`config.mk`:
```
export PLATFORM = sky130hd
export DESIGN_NAME = gru_cell_arbiter_flat
export DESIGN_NICKNAME = d
export VERILOG_FILES = /design/src/rtl/gru_pkg.sv /design/src/rtl/gru_cell_arbiter_if.sv /design/src/rtl/gru_cell_arbiter_rr.sv /design/src/rtl/gru_cell_arbiter.sv /design/src/flat_wrapper.sv
export SDC_FILE = /design/constraint.sdc
export NUM_CORES = 1
export LEC_CHECK = 0
export CAP_MARGIN = 0
export CORE_AREA = 5 5 306 308
export CTS_CLUSTER_DIAMETER = 30
export DETAILED_ROUTE_END_ITERATION = 7
export DIE_AREA = 0 0 311 313
export GPL_TIMING_DRIVEN = 1
export PLACE_DENSITY_LB_ADDON = 0.1
export SLEW_MARGIN = 25
export SYNTH_ARGS = -nofsm -noshare
export SYNTH_HDL_FRONTEND = slang
export SYNTH_SLANG_ARGS = --single-unit
export TNS_END_PERCENT = 1
```
`constraint.sdc`:
```
create_clock -name clk -period 3.6 [get_ports clk]
set_clock_uncertainty 0.05 [all_clocks]
set_input_delay 0.54 -clock clk [delete_from_list [all_inputs] [get_ports clk]]
set_output_delay 0.54 -clock clk [all_outputs]
set_load 0.1 [all_outputs]
```
`src/rtl/gru_pkg.sv`:
```
// Shared types and default widths for the GRU cell and its channel arbiter.
// Latency: n/a (types and constants only).
// Backpressure: n/a.
package gru_pkg;

  localparam int DATA_WIDTH_DEF     = 32;
  localparam int GRU_UNITS_DEF      = 3;
  localparam int INPUT_FEATURES_DEF = 3;

  typedef enum logic [1:0] {
    IDLE   = 2'd0,
    ISSUE  = 2'd1,
    WAIT   = 2'd2,
    RESULT = 2'd3
  } arb_state_e;

endpackage

```
`src/rtl/gru_cell_arbiter_if.sv`:
```
// Bundle of request, cell and result signals around the GRU cell arbiter.
// Latency: n/a (wiring only).
// Backpressure: o_res_valid/i_res_ready on the result side, o_req_ready pulses on requests.
interface gru_cell_arbiter_if #(
  parameter int DATA_WIDTH     = gru_pkg::DATA_WIDTH_DEF,
  parameter int GRU_UNITS      = gru_pkg::GRU_UNITS_DEF,
  parameter int INPUT_FEATURES = gru_pkg::INPUT_FEATURES_DEF,
  parameter int NUM_CH         = 4
);
  localparam int HW = GRU_UNITS * DATA_WIDTH;
  localparam int XW = INPUT_FEATURES * DATA_WIDTH;
  localparam int CW = $clog2(NUM_CH);

  logic [NUM_CH-1:0]    i_req_valid;
  logic [NUM_CH-1:0]    i_req_first;
  logic [NUM_CH*XW-1:0] i_req_x;
  logic [NUM_CH-1:0]    o_req_ready;
  logic                 o_cell_start;
  logic [XW-1:0]        o_cell_x;
  logic [HW-1:0]        o_cell_h;
  logic                 i_cell_done;
  logic [HW-1:0]        i_cell_h;
  logic                 o_res_valid;
  logic                 i_res_ready;
  logic [CW-1:0]        o_res_ch;
  logic                 o_res_last;
  logic [HW-1:0]        o_res_h;
  logic                 o_err_timeout;

  // Arbiter side
  modport master (
    input  i_req_valid, i_req_first, i_req_x, i_cell_done, i_cell_h, i_res_ready,
    output o_req_ready, o_cell_start, o_cell_x, o_cell_h,
           o_res_valid, o_res_ch, o_res_last, o_res_h, o_err_timeout
  );

  // Framers, cell and result consumer side
  modport slave (
    output i_req_valid, i_req_first, i_req_x, i_cell_done, i_cell_h, i_res_ready,
    input  o_req_ready, o_cell_start, o_cell_x, o_cell_h,
           o_res_valid, o_res_ch, o_res_last, o_res_h, o_err_timeout
  );

endinterface

```
`src/rtl/gru_cell_arbiter_rr.sv`:
```
// Round-robin picker: first requester after the previous winner, wrapping around.
// Latency: purely combinational.
// Backpressure: none; caller decides when the grant is consumed.
module rr_arbiter #(
  parameter int N  = 4,
  parameter int CW = (N > 1) ? $clog2(N) : 1
) (
  input  logic [N-1:0]  req,
  input  logic [CW-1:0] last,
  output logic [N-1:0]  grant_onehot,
  output logic [CW-1:0] grant_idx
);

  logic [CW-1:0] cand;
  logic          found;

  // Walk last+1 .. last+N (mod N) and keep the first requester seen
  always_comb begin
    grant_onehot = '0;
    grant_idx    = '0;
    found        = 1'b0;
    cand         = '0;
    for (int k = 1; k <= N; k++) begin
      cand = CW'((int'(last) + k) % N);
      if (!found && req[cand]) begin
        found              = 1'b1;
        grant_onehot[cand] = 1'b1;
        grant_idx          = cand;
      end
    end
  end

endmodule

```
`src/rtl/gru_cell_arbiter.sv`:
```
// Shares one GRU cell between NUM_CH channels, keeping a hidden state per channel.
// Latency: accept at T, start at T+1, result valid at T+2+L for cell latency L.
// Backpressure: result held until i_res_ready; no new request accepted meanwhile.
module gru_cell_arbiter
  import gru_pkg::*;
#(
  parameter int DATA_WIDTH     = DATA_WIDTH_DEF,
  parameter int GRU_UNITS      = GRU_UNITS_DEF,
  parameter int INPUT_FEATURES = INPUT_FEATURES_DEF,
  parameter int NUM_CH         = 4,
  parameter int SEQ_LENGTH     = 4,
  parameter int TIMEOUT_CYCLES = 1024
) (
  input logic                clk,
  input logic                rstn,
  gru_cell_arbiter_if.master bus
);

  localparam int HW = GRU_UNITS * DATA_WIDTH;
  localparam int XW = INPUT_FEATURES * DATA_WIDTH;
  localparam int CW = $clog2(NUM_CH);
  localparam int SW = (SEQ_LENGTH > 1) ? $clog2(SEQ_LENGTH) : 1;
  localparam int TW = $clog2(TIMEOUT_CYCLES + 1);

  arb_state_e    state_q, state_d;
  logic [CW-1:0] last_q, last_d;
  logic [CW-1:0] cur_ch_q, cur_ch_d;
  logic [SW-1:0] cur_step_q, cur_step_d;
  logic [XW-1:0] x_q, x_d;
  logic [HW-1:0] cell_h_q, cell_h_d;
  logic [HW-1:0] h_q [NUM_CH];
  logic [HW-1:0] h_d [NUM_CH];
  logic [SW-1:0] step_q [NUM_CH];
  logic [SW-1:0] step_d [NUM_CH];
  logic [TW-1:0] wdog_q, wdog_d;
  logic [CW-1:0] res_ch_q, res_ch_d;
  logic          res_last_q, res_last_d;
  logic [HW-1:0] res_h_q, res_h_d;
  logic          err_q, err_d;

  logic [NUM_CH-1:0] grant_oh;
  logic [CW-1:0]     grant_idx;
  logic              fresh;

  rr_arbiter #(.N(NUM_CH), .CW(CW)) u_rr (
    .req          (bus.i_req_valid),
    .last         (last_q),
    .grant_onehot (grant_oh),
    .grant_idx    (grant_idx)
  );

  // State, per-channel history and result registers
  always_ff @(posedge clk or negedge rstn) begin
    if (!rstn) begin
      state_q    <= IDLE;
      last_q     <= CW'(NUM_CH - 1);
      cur_ch_q   <= '0;
      cur_step_q <= '0;
      x_q        <= '0;
      cell_h_q   <= '0;
      wdog_q     <= '0;
      res_ch_q   <= '0;
      res_last_q <= 1'b0;
      res_h_q    <= '0;
      err_q      <= 1'b0;
      for (int c = 0; c < NUM_CH; c++) begin
        h_q[c]    <= '0;
        step_q[c] <= '0;
      end
    end else begin
      state_q    <= state_d;
      last_q     <= last_d;
      cur_ch_q   <= cur_ch_d;
      cur_step_q <= cur_step_d;
      x_q        <= x_d;
      cell_h_q   <= cell_h_d;
      wdog_q     <= wdog_d;
      res_ch_q   <= res_ch_d;
      res_last_q <= res_last_d;
      res_h_q    <= res_h_d;
      err_q      <= err_d;
      h_q        <= h_d;
      step_q     <= step_d;
    end
  end

  // Next-state: grant, issue, wait for done or watchdog, hold result
  always_comb begin
    state_d    = state_q;
    last_d     = last_q;
    cur_ch_d   = cur_ch_q;
    cur_step_d = cur_step_q;
    x_d        = x_q;
    cell_h_d   = cell_h_q;
    wdog_d     = wdog_q;
    res_ch_d   = res_ch_q;
    res_last_d = res_last_q;
    res_h_d    = res_h_q;
    err_d      = err_q;
    h_d        = h_q;
    step_d     = step_q;
    fresh      = 1'b0;
    case (state_q)
      IDLE: begin
        if (|bus.i_req_valid) begin
          // A new sequence (explicit or by step wrap) starts from a zero hidden state
          fresh      = bus.i_req_first[grant_idx] || (step_q[grant_idx] == '0);
          x_d        = bus.i_req_x[grant_idx*XW +: XW];
          cell_h_d   = fresh ? '0 : h_q[grant_idx];
          cur_step_d = fresh ? '0 : step_q[grant_idx];
          cur_ch_d   = grant_idx;
          last_d     = grant_idx;
          state_d    = ISSUE;
        end
      end
      ISSUE: begin
        wdog_d  = '0;
        state_d = WAIT;
      end
      WAIT: begin
        if (bus.i_cell_done) begin
          h_d[cur_ch_q]    = bus.i_cell_h;
          step_d[cur_ch_q] = (cur_step_q == SW'(SEQ_LENGTH - 1)) ? '0 : cur_step_q + 1'b1;
          res_ch_d         = cur_ch_q;
          res_last_d       = (cur_step_q == SW'(SEQ_LENGTH - 1));
          res_h_d          = bus.i_cell_h;
          state_d          = RESULT;
        end else if (wdog_q == TW'(TIMEOUT_CYCLES - 1)) begin
          // Request is dropped; channel history stays as it was
          err_d   = 1'b1;
          state_d = IDLE;
        end else begin
          wdog_d = wdog_q + 1'b1;
        end
      end
      RESULT: begin
        if (bus.i_res_ready) state_d = IDLE;
      end
      default: state_d = IDLE;
    endcase
  end

  // Ready is gated by reset so every output reads zero while rstn is low
  assign bus.o_req_ready   = (rstn && state_q == IDLE) ? grant_oh : '0;
  assign bus.o_cell_start  = (state_q == ISSUE);
  assign bus.o_cell_x      = x_q;
  assign bus.o_cell_h      = cell_h_q;
  assign bus.o_res_valid   = (state_q == RESULT);
  assign bus.o_res_ch      = res_ch_q;
  assign bus.o_res_last    = res_last_q;
  assign bus.o_res_h       = res_h_q;
  assign bus.o_err_timeout = err_q;

endmodule

```
`src/flat_wrapper.sv`:
```
// flat-port wrapper written by rule: the top's interface ports become plain ports
module gru_cell_arbiter_flat import gru_pkg::*;
#(
  parameter int DATA_WIDTH     = DATA_WIDTH_DEF,
  parameter int GRU_UNITS      = GRU_UNITS_DEF,
  parameter int INPUT_FEATURES = INPUT_FEATURES_DEF,
  parameter int NUM_CH         = 4,
  parameter int SEQ_LENGTH     = 4,
  parameter int TIMEOUT_CYCLES = 1024
)
  (clk, rstn, bus_i_req_valid, bus_i_req_first, bus_i_req_x, bus_i_cell_done, bus_i_cell_h, bus_i_res_ready, bus_o_req_ready, bus_o_cell_start, bus_o_cell_x, bus_o_cell_h, bus_o_res_valid, bus_o_res_ch, bus_o_res_last, bus_o_res_h, bus_o_err_timeout);
  gru_cell_arbiter_if #(.DATA_WIDTH(DATA_WIDTH), .GRU_UNITS(GRU_UNITS), .INPUT_FEATURES(INPUT_FEATURES), .NUM_CH(NUM_CH)) bus_i ();
  input logic clk;
  input logic rstn;
  input wire logic [$bits(bus_i.i_req_valid)-1:0] bus_i_req_valid;
  input wire logic [$bits(bus_i.i_req_first)-1:0] bus_i_req_first;
  input wire logic [$bits(bus_i.i_req_x)-1:0] bus_i_req_x;
  input wire logic [$bits(bus_i.i_cell_done)-1:0] bus_i_cell_done;
  input wire logic [$bits(bus_i.i_cell_h)-1:0] bus_i_cell_h;
  input wire logic [$bits(bus_i.i_res_ready)-1:0] bus_i_res_ready;
  output wire logic [$bits(bus_i.o_req_ready)-1:0] bus_o_req_ready;
  output wire logic [$bits(bus_i.o_cell_start)-1:0] bus_o_cell_start;
  output wire logic [$bits(bus_i.o_cell_x)-1:0] bus_o_cell_x;
  output wire logic [$bits(bus_i.o_cell_h)-1:0] bus_o_cell_h;
  output wire logic [$bits(bus_i.o_res_valid)-1:0] bus_o_res_valid;
  output wire logic [$bits(bus_i.o_res_ch)-1:0] bus_o_res_ch;
  output wire logic [$bits(bus_i.o_res_last)-1:0] bus_o_res_last;
  output wire logic [$bits(bus_i.o_res_h)-1:0] bus_o_res_h;
  output wire logic [$bits(bus_i.o_err_timeout)-1:0] bus_o_err_timeout;
  assign bus_i.i_req_valid = bus_i_req_valid;
  assign bus_i.i_req_first = bus_i_req_first;
  assign bus_i.i_req_x = bus_i_req_x;
  assign bus_i.i_cell_done = bus_i_cell_done;
  assign bus_i.i_cell_h = bus_i_cell_h;
  assign bus_i.i_res_ready = bus_i_res_ready;
  assign bus_o_req_ready = bus_i.o_req_ready;
  assign bus_o_cell_start = bus_i.o_cell_start;
  assign bus_o_cell_x = bus_i.o_cell_x;
  assign bus_o_cell_h = bus_i.o_cell_h;
  assign bus_o_res_valid = bus_i.o_res_valid;
  assign bus_o_res_ch = bus_i.o_res_ch;
  assign bus_o_res_last = bus_i.o_res_last;
  assign bus_o_res_h = bus_i.o_res_h;
  assign bus_o_err_timeout = bus_i.o_err_timeout;
  gru_cell_arbiter #(.DATA_WIDTH(DATA_WIDTH), .GRU_UNITS(GRU_UNITS), .INPUT_FEATURES(INPUT_FEATURES), .NUM_CH(NUM_CH), .SEQ_LENGTH(SEQ_LENGTH), .TIMEOUT_CYCLES(TIMEOUT_CYCLES)) u_core (.clk(clk), .rstn(rstn), .bus(bus_i));
endmodule
```
Word level (Yosys, flattened, before mapping)
Cells that the tools add are included.
{"block": "totals", "reg_bits": 703, "in_bits": 492, "out_inout_bits": 298, "word_cells": 130}
{"block": "op_classes", "add_sub_neg": 6, "mul": 1, "order_cmp": 12, "n_eq_ne": 10, "n_shift": 1, "n_mux": 53, "bitwise": 6, "n_reduce_logical": 22}
{"operator": "$bwmux W384", "count": 1}
{"operator": "$mux W96", "count": 4}
{"operator": "$shiftx A384 B10 Y96", "count": 1}
{"operator": "$bmux W96 S2", "count": 1}
{"operator": "$demux W96 S2", "count": 1}
{"operator": "$mux W2", "count": 13}
{"operator": "$mux W11", "count": 2}
{"operator": "$pmux W11 S2", "count": 1}
{"operator": "$mux W4", "count": 5}
{"operator": "$lt A2 B3 Y1 const B", "count": 5}
{"operator": "$mux W1", "count": 12}
{"operator": "$or A4 B4 Y4", "count": 3}
{"operator": "$add A11 B1 Y11 const B", "count": 1}
{"operator": "$eq A11 B10 Y1 const B", "count": 1}
{"operator": "$bmux W1 S2", "count": 5}
{"operator": "$logic_and A1 B1 Y1", "count": 9}
{"operator": "$reduce_and A3 Y1", "count": 3}
{"operator": "$bwmux W8", "count": 1}
{"operator": "$demux W1 S2", "count": 4}
{"operator": "$ge A2 B1 Y1 const B", "count": 4}
{"operator": "$pmux W2 S4", "count": 1}
{"operator": "$add A2 B1 Y2 const B", "count": 3}
{"operator": "$eq A2 B2 Y1 const B", "count": 3}
{"operator": "$ge A3 B3 Y1 const B", "count": 2}
{"operator": "other kinds (17)", "count": 25}

Depth between registers and ports, before layout
Gate-level depths: netlist (run 1).
{"block": "depth", "depth_word": 20, "mapped_depth": 14, "ltp_nobuf": 9}

Cells and area by module
A second synthesis (run 1) with hierarchy kept.
{"block": "unflattened", "cells_unflattened": 2306, "area_unflattened_um2": 31336.3}
{"mod": "gru_cell_arbiter", "instances": 1, "cells_per_inst": 2238, "area_each_um2": 30790.8, "seq_area_each_um2": 17594.4}
{"mod": "rr_arbiter", "instances": 1, "cells_per_inst": 68, "area_each_um2": 545.5, "seq_area_each_um2": 0.0}

Worst setup path before layout (run 1)
OpenSTA, ideal clock, no wires.
{"block": "synth_timing", "path_kind": "register to output", "startpoint": "register u_core.last_q[0]", "endpoint": "output bus_o_req_ready[0]", "arrival_ns": 3.727, "required_ns": 3.010, "slack_ns": -0.717, "path_stages_with_launch": 10, "path_buffers": 3, "path_cell_list": "dfstp_2 -> buf_2 -> buf_2 -> inv_1 -> ha_1 -> mux4_2 -> clkbuf_1 -> nor2_1 -> a221oi_1 -> nor2_1"}
{"block": "synth_between", "elab_chain_len": 14, "elab_cells_between_ends": 49, "cone_classes": "add/sub: 4; order compare: 8; mux: 24; bitwise: 3; reduce/logical: 10"}
{"item": "from (decl)", "line_no": "gru_cell_arbiter.sv:26", "text": "logic [CW-1:0] last_q, last_d;"}
{"item": "from (signal assigned)", "line_no": "gru_cell_arbiter.sv:56", "text": "last_q <= CW'(NUM_CH - 1);"}
{"item": "from (signal assigned)", "line_no": "gru_cell_arbiter.sv:72", "text": "last_q <= last_d;"}
{"item": "parallel branches: the longest is 12 deep, another holds $lt A2 B3 Y1"}
{"item": "$mux W4 *", "line_no": "gru_cell_arbiter_rr.sv:25", "text": "if (!found && req[cand]) begin"}
{"item": "$mux W4 *", "line_no": "gru_cell_arbiter.sv:144", "text": "assign bus.o_req_ready = (rstn && state_q == IDLE) ? grant_oh : '0;"}
{"item": "to (decl)", "line_no": "flat_wrapper.sv:21", "text": "output wire logic [$bits(bus_i.o_req_ready)-1:0] bus_o_req_ready;"}
Mark *: on every way between the ends. The select of a mux whose other input is x is not followed.

Worst setup path in the final report (run 1)
{"block": "layout_timing", "startpoint": "register u_core.last_q[1]", "endpoint": "output bus_o_req_ready[0]"}
The elaborated chain is that of the path after synthesis.

==> impl_metrics.toml, run 1 <==
[outcome]
status = "finished with violations"
violations = "setup timing"

[timing]
worstMarginPinSlew_ns = 1.11
max_freq_mhz = 276
period_needed_ns = 3.63
timing.final.max_slew_violations = 0
setup_violations = 3
finalCritPeriodShare = 1.01
setup_ws_ns = -0.0259
relSlewSlack = 0.257
rsz0062_at_grt = "yes"
hold_viol = 0

[place]
io_buffers = 789
dp_hpwl_mm = 89.4
gp_congestion = 0.975

[logic_synthesis]
syn_area_per_cell_um2 = 10.9
synth.distinct_cells = 50
syn_area_um2 = 32400
syn_nets = 3477
yosysWarnings = 0
synth_seq_cells = 703
async_flop_share = 1.00
synth-edff-count = 0
yosysSeqAreaShare = 0.543
syn_inst = 2975
ys.flop_type = "dfrtp_1"

[finish]
nets = 4296
layout-drive-gt1-share = 0.234
utilization = 0.532
syn_to_final_growth_pct = 49.1

[cts]
root_buffer = "clkbuf_16"
cts_num_sinks = 703
cts_tree = "built"
clock_latency_ns = 0.71
max-clock-path-buffers = 3
h-tree-depth = 4
path_clk_slew_ns = 0.04
cts_inserted_buffers = 169

[drt]
drc = 0
vias_per_cell = 5.43
dr_total_vias = 27875
wirelength_mm = 131
wire_per_inst_um = 25.6
drt_pass1_iterations = 5
first_iter_violations = 1770
ant_nets = 0

[die]
ios = 790
core-area_um2 = 90800
die_area_um2 = 97300
die_w_um = 311
rows = 111
die_h_um = 313
initial_core_util = 0.357

[worst_setup_path]
r2r_end = "u_core.bus.o_cell_h[24]"
arrival_ns = 3.04
crit_start = "u_core.last_q[1]"
startpoint_type = "flop"
worstSetupPathType = "reg -> out"
reg2reg_depth = 14
cp-endpoint = "bus_o_req_ready[0]"
cp_max_fo = 5
critPathCaptureType = "output port"
r2r_slack_ns = 0.07
r2r-start = "u_core.last_q[1]"
worstPathRequired_ns = 3.01

[run]
max_cap_violations = 0

[global_routing]
overflow = 0
track_usage = 0.262
grt_pass1_wl_mm = 196
grt_pass1_vias = 29216
grt_max_degree = 144
antenna_found_initial = 31

[hold_path]
hp-class = "in -> async"
==> state kept, by name, summed over array words and instances, names as in the netlist <==
register,cells
u_core.h_q,384
u_core.bus.o_cell_h,96
u_core.bus.o_cell_x,96
u_core.bus.o_res_h,96
u_core.wdog_q,11
u_core.step_q,8
u_core.bus.o_res_ch,2
u_core.cur_ch_q,2
u_core.cur_step_q,2
u_core.last_q,2
u_core.state_q,2
u_core.bus.o_err_timeout,1
u_core.bus.o_res_last,1
==> layout make-up <==
type	instances	area, µm²
multi-input combinational	1993	13900
timing repair buffer	915	9290
sequential	703	17600
fill	7903	42500
inverter	12	48.8
antenna	18	45.0
tap	1186	1480
clock inverter	76	1110
clock buffer	228	4870
==> cells by family after synthesis <==
logic type | synth area share
AO/OA/AOI/OAI | 0.150
XOR/XNOR | 0.00162
adder cells (fa/ha/maj) | 0.00386
buffers and inverters | 0.0346
flip-flops | 0.543
multiplexers | 0.140
AND/OR/NAND/NOR | 0.127
==> layer usage <==
metal / part of all wire / track usage
met3: 0.058 / 0.0664
met4: 0.045 / 0.124
met1: 0.40 / 0.316
met5: 0.00054 / 0
met2: 0.49 / 0.440
==> worst max-delay path, stage by stage (launching register included) <==
cell	delay, ns
dfstp_2	0.54
clkinvlp_4	0.11
ha_4	0.29
buf_6	0.09
mux4_2	0.30
nor2b_4	0.15
buf_6	0.13
a22oi_2	0.13
nor2_2	0.07
a221oi_4	0.25
nor2_4	0.08
buf_12	0.17
==> synthesized netlist by cell type (2+ instances only) <==
master    count  area (µm²)
nand4_1       5        31.3
o32a_1        2        20.0
inv_1        12        45.0
ha_1         10         125
buf_2        28         140
nor3_1        3        15.0
o32ai_1       6        52.6
nand3_1       5        25.0
a22o_1       96         841
nand3b_1      2        15.0
a221oi_1      6        52.6
nor2_1       27         101
mux2_2      391        4400
dfstp_2       2        52.6
a311oi_1     96         841
xor2_1        5        43.8
a22oi_1       4        30.0
nand2_1     691        2590
a2111o_1      2        22.5
or3_1         3        18.8
mux2i_1       5        50.1
nor2b_1       3        18.8
buf_6         5        56.3
mux4_2        3        67.6
a21o_1      101         758
o21ai_0      10        50.1
buf_1        15        56.3
clkbuf_1    219         822
and3_1      196        1230
and2_1        2        12.5
a211oi_1    193        1450
a21oi_1       9        45.0
nand2b_1      3        18.8
a31oi_1      99         619
dfrtp_1     701       17500
==> layout by cell type, fill, tap and decap left out, types with 4 or more instances in the layout <==
cell type and instances:
nor2_1 19, nor2_2 6, o32ai_1 5, a31oi_1 99, clkbuf_8 40, a22o_1 96, a311oi_1 96, clkinv_2 26
and3_1 196, a211oi_1 192, xor2_1 5, bufinv_16 22, a21oi_1 9, clkbuf_16 170, mux2_2 391, dfrtp_1 701
inv_6 6, clkinv_4 10, inv_1 11, ha_1 9, clkdlybuf4s50_1 713, a22oi_2 4, clkbuf_1 18, nand3_1 4
a21o_1 101, clkinvlp_4 6, buf_4 145, o21ai_0 10, buf_12 43, buf_6 8, nand2_1 690, diode_2 18
clkinv_8 4, nand4_1 5
==> worst min-delay path by stage <==
| stage | to | slack [ns] | depth (start not counted) |
|---|---|---|---|
| 2_1_floorplan | u_core.bus.o_cell_h[0] | 0.19 | 0 |
| 3_3_place_gp | u_core.bus.o_err_timeout | 0.40 | 1 |
| 3_5_place_dp | u_core.bus.o_res_h[37] | 0.41 | 2 |
| 4_1_cts | u_core.bus.o_res_h[53] | 0.24 | 2 |
| 5_1_grt | u_core.bus.o_res_h[53] | 0.28 | 2 |
| 6_report | u_core.bus.o_res_h[53] | 0.27 | 2 |
==> repair_timing <==
action | 4_1_cts | 5_1_grt
hold endpoints to repair | 35 | 0
hold buffers | 1 | 0
buffers inserted | 6 | 1
pin swaps | 5 | 10
endpoints found under the setup margin | 4 | 13
gates resized for setup | 16 | 14
==> stage by stage <==
| stage | setup TNS [ns] | instances | hold slack [ns] | instance area (µm²) | setup slack (ns) |
|---|---|---|---|---|---|
| 2_1_floorplan | -28.59 | 2975 | 0.194 | 32400 | -0.258 |
| 3_3_place_gp | -0.0666 | 4801 | 0.403 | 42100 | -0.0447 |
| 3_5_place_dp | -0.147 | 4801 | 0.412 | 42100 | -0.0332 |
| 4_1_cts | -0.354 | 5112 | 0.237 | 48200 | -0.108 |
| 5_1_grt | -2.07 | 5126 | 0.278 | 48300 | -0.139 |
| 6_report | -0.0500 | 5131 | 0.268 | 48300 | -0.0259 |
Power of run 1 is left out: the tool's default activity adds up to more than one toggle a clock period on the data nets, which glitch-free logic cannot reach.
==> run 2: changes to the inputs <==
Settings changed: GPL_ROUTABILITY_DRIVEN set to 0, SETUP_SLACK_MARGIN set to 0.2.
==> impl_metrics.toml, run 2 (synthesis results as in run 1) <==
[worst_setup_path]
crit_buf_inv = 4
cp_cell_sequence = "clkinvlp_4 > ha_4 > buf_6 > mux4_2 > buf_12 > a221oi_4 > nor2_4 > buf_12"
reg2reg_depth = 13
r2r-start = "u_core.last_q[0]"
r2r_slack_ns = -0.06
r2r_end = "u_core.bus.o_cell_x[28]"
cp_slowest_stage_delay_ns = 0.57
startpoint_type = "flop"
cpMostUsedCell = "buf_12"
arrival_ns = 3.12
cp_max_fo = 12
cpMaxStageDelayCell = "dfstp_2"
critPathCaptureType = "output port"
path_delay_family = "buffers and inverters"
worstSetupPathType = "reg -> out"
worstPathRequired_ns = 3.01

[global_routing]
use_met2 = 0.456
track_usage = 0.269
use_met1 = 0.325
grt_pass1_vias = 29722
grt_pass1_wl_mm = 200
grt_use_met3 = 0.0716
overflow = 0
grt_max_degree = 180
antenna_found_initial = 30
top_usage_layer = "met2"

[die]
die_area_um2 = 97300
core-area_um2 = 90800
ios = 790
rows = 111
initial_core_util = 0.357
die_h_um = 313
die_w_um = 311

[cts]
clock_latency_ns = 0.73
h-tree-depth = 4
cts_num_sinks = 703
max-clock-path-buffers = 3
path_clk_slew_ns = 0.05
root_buffer = "clkbuf_16"
cts_inserted_buffers = 164
cts_tree = "built"

[finish]
final_cell_mix = "clkdlybuf4s50_1, dfrtp_1, nand2_1, mux2_2, and3_1"
layout_commonest_cell = "clkdlybuf4s50_1"
layout-drive-gt1-share = 0.253
syn_to_final_growth_pct = 50.8
top_register = "u_core.h_q"
postLayoutCellArea_um2 = 48900
largest_reg_flops = 384
nets = 4316

[place]
placed_cell_area_um2 = 42400
dp_hpwl_mm = 92.2
io_buffers = 789

[timing]
setup_violations = 67
rsz0062_at_grt = "yes"
max_freq_mhz = 270
timing.final.max_slew_violations = 0
worstMarginPinSlew_ns = 1.10
hold_viol = 0
relSlewSlack = 0.263
setup_ws_ns = -0.108
period_needed_ns = 3.71
finalCritPeriodShare = 1.03

[drt]
wirelength_mm = 135
ant_nets = 0
drc = 0
drt_pass1_iterations = 7
wire_per_inst_um = 26.1
dr_total_vias = 28043
first_iter_violations = 1966
vias_per_cell = 5.44

[outcome]
status = "finished with violations"
violations = "setup timing"

[hold_path]
hp-class = "in -> async"

[run]
max_cap_violations = 0
[run 2: worst max path at each step]
stage	depth (start not counted)	endpoint	from	slack, ns
2_1_floorplan	13	u_core.bus.o_cell_h[45]	u_core.last_q[0]	0.06
3_3_place_gp	10	u_core.bus.o_cell_x[8]	bus_i_req_valid[0]	-0.21
3_5_place_dp	11	u_core.bus.o_cell_x[8]	bus_i_req_valid[0]	-0.30
4_1_cts	8	bus_o_req_ready[2]	u_core.last_q[0]	-0.16
5_1_grt	10	bus_o_req_ready[2]	u_core.last_q[0]	-0.22
6_report	8	bus_o_req_ready[2]	u_core.last_q[0]	-0.11
[run 2: final cells by class]
type	count	area, µm²
sequential	703	17600
timing repair buffer	940	9580
tap	1186	1480
antenna	18	45.0
clock inverter	87	1200
fill	7802	42000
multi-input combinational	1993	14300
inverter	12	52.6
clock buffer	212	4610
[run 2: repair_timing]
| action | 4_1_cts | 5_1_grt |
|---|---|---|
| pin swaps | 7 | 33 |
| resized for setup | 58 | 34 |
| endpoints found under the setup margin | 189 | 198 |
| hold buffers | 1 | 0 |
| setup buffers | 6 | 0 |
| endpoints found under the hold margin | 17 | 0 |
| gates cloned | 0 | 1 |
[run 2: per-stage QoR]
step                      instances  setup TNS [ns]  hold WS, ns  setup WS (ns)  utilization
after floorplan                2975               0        0.194         0.0624            -
after global placement         4825           -1.80        0.377         -0.207        0.466
after detailed placement       4825           -6.09        0.377         -0.299        0.466
after CTS                      5131           -1.98        0.168         -0.156        0.535
after global routing           5147          -14.17        0.201         -0.221        0.538
final                          5151           -1.69        0.204         -0.108        0.538
[run 2: metal layers]
layer	up-vias	wire, µm	share of wire
met1	14339	54000	0.40
met5	-	101	0.00075
met2	950	66600	0.49
li1	12514	-	-
met4	16	5430	0.040
met3	224	8440	0.063
Power of run 2 is left out for the same reason.
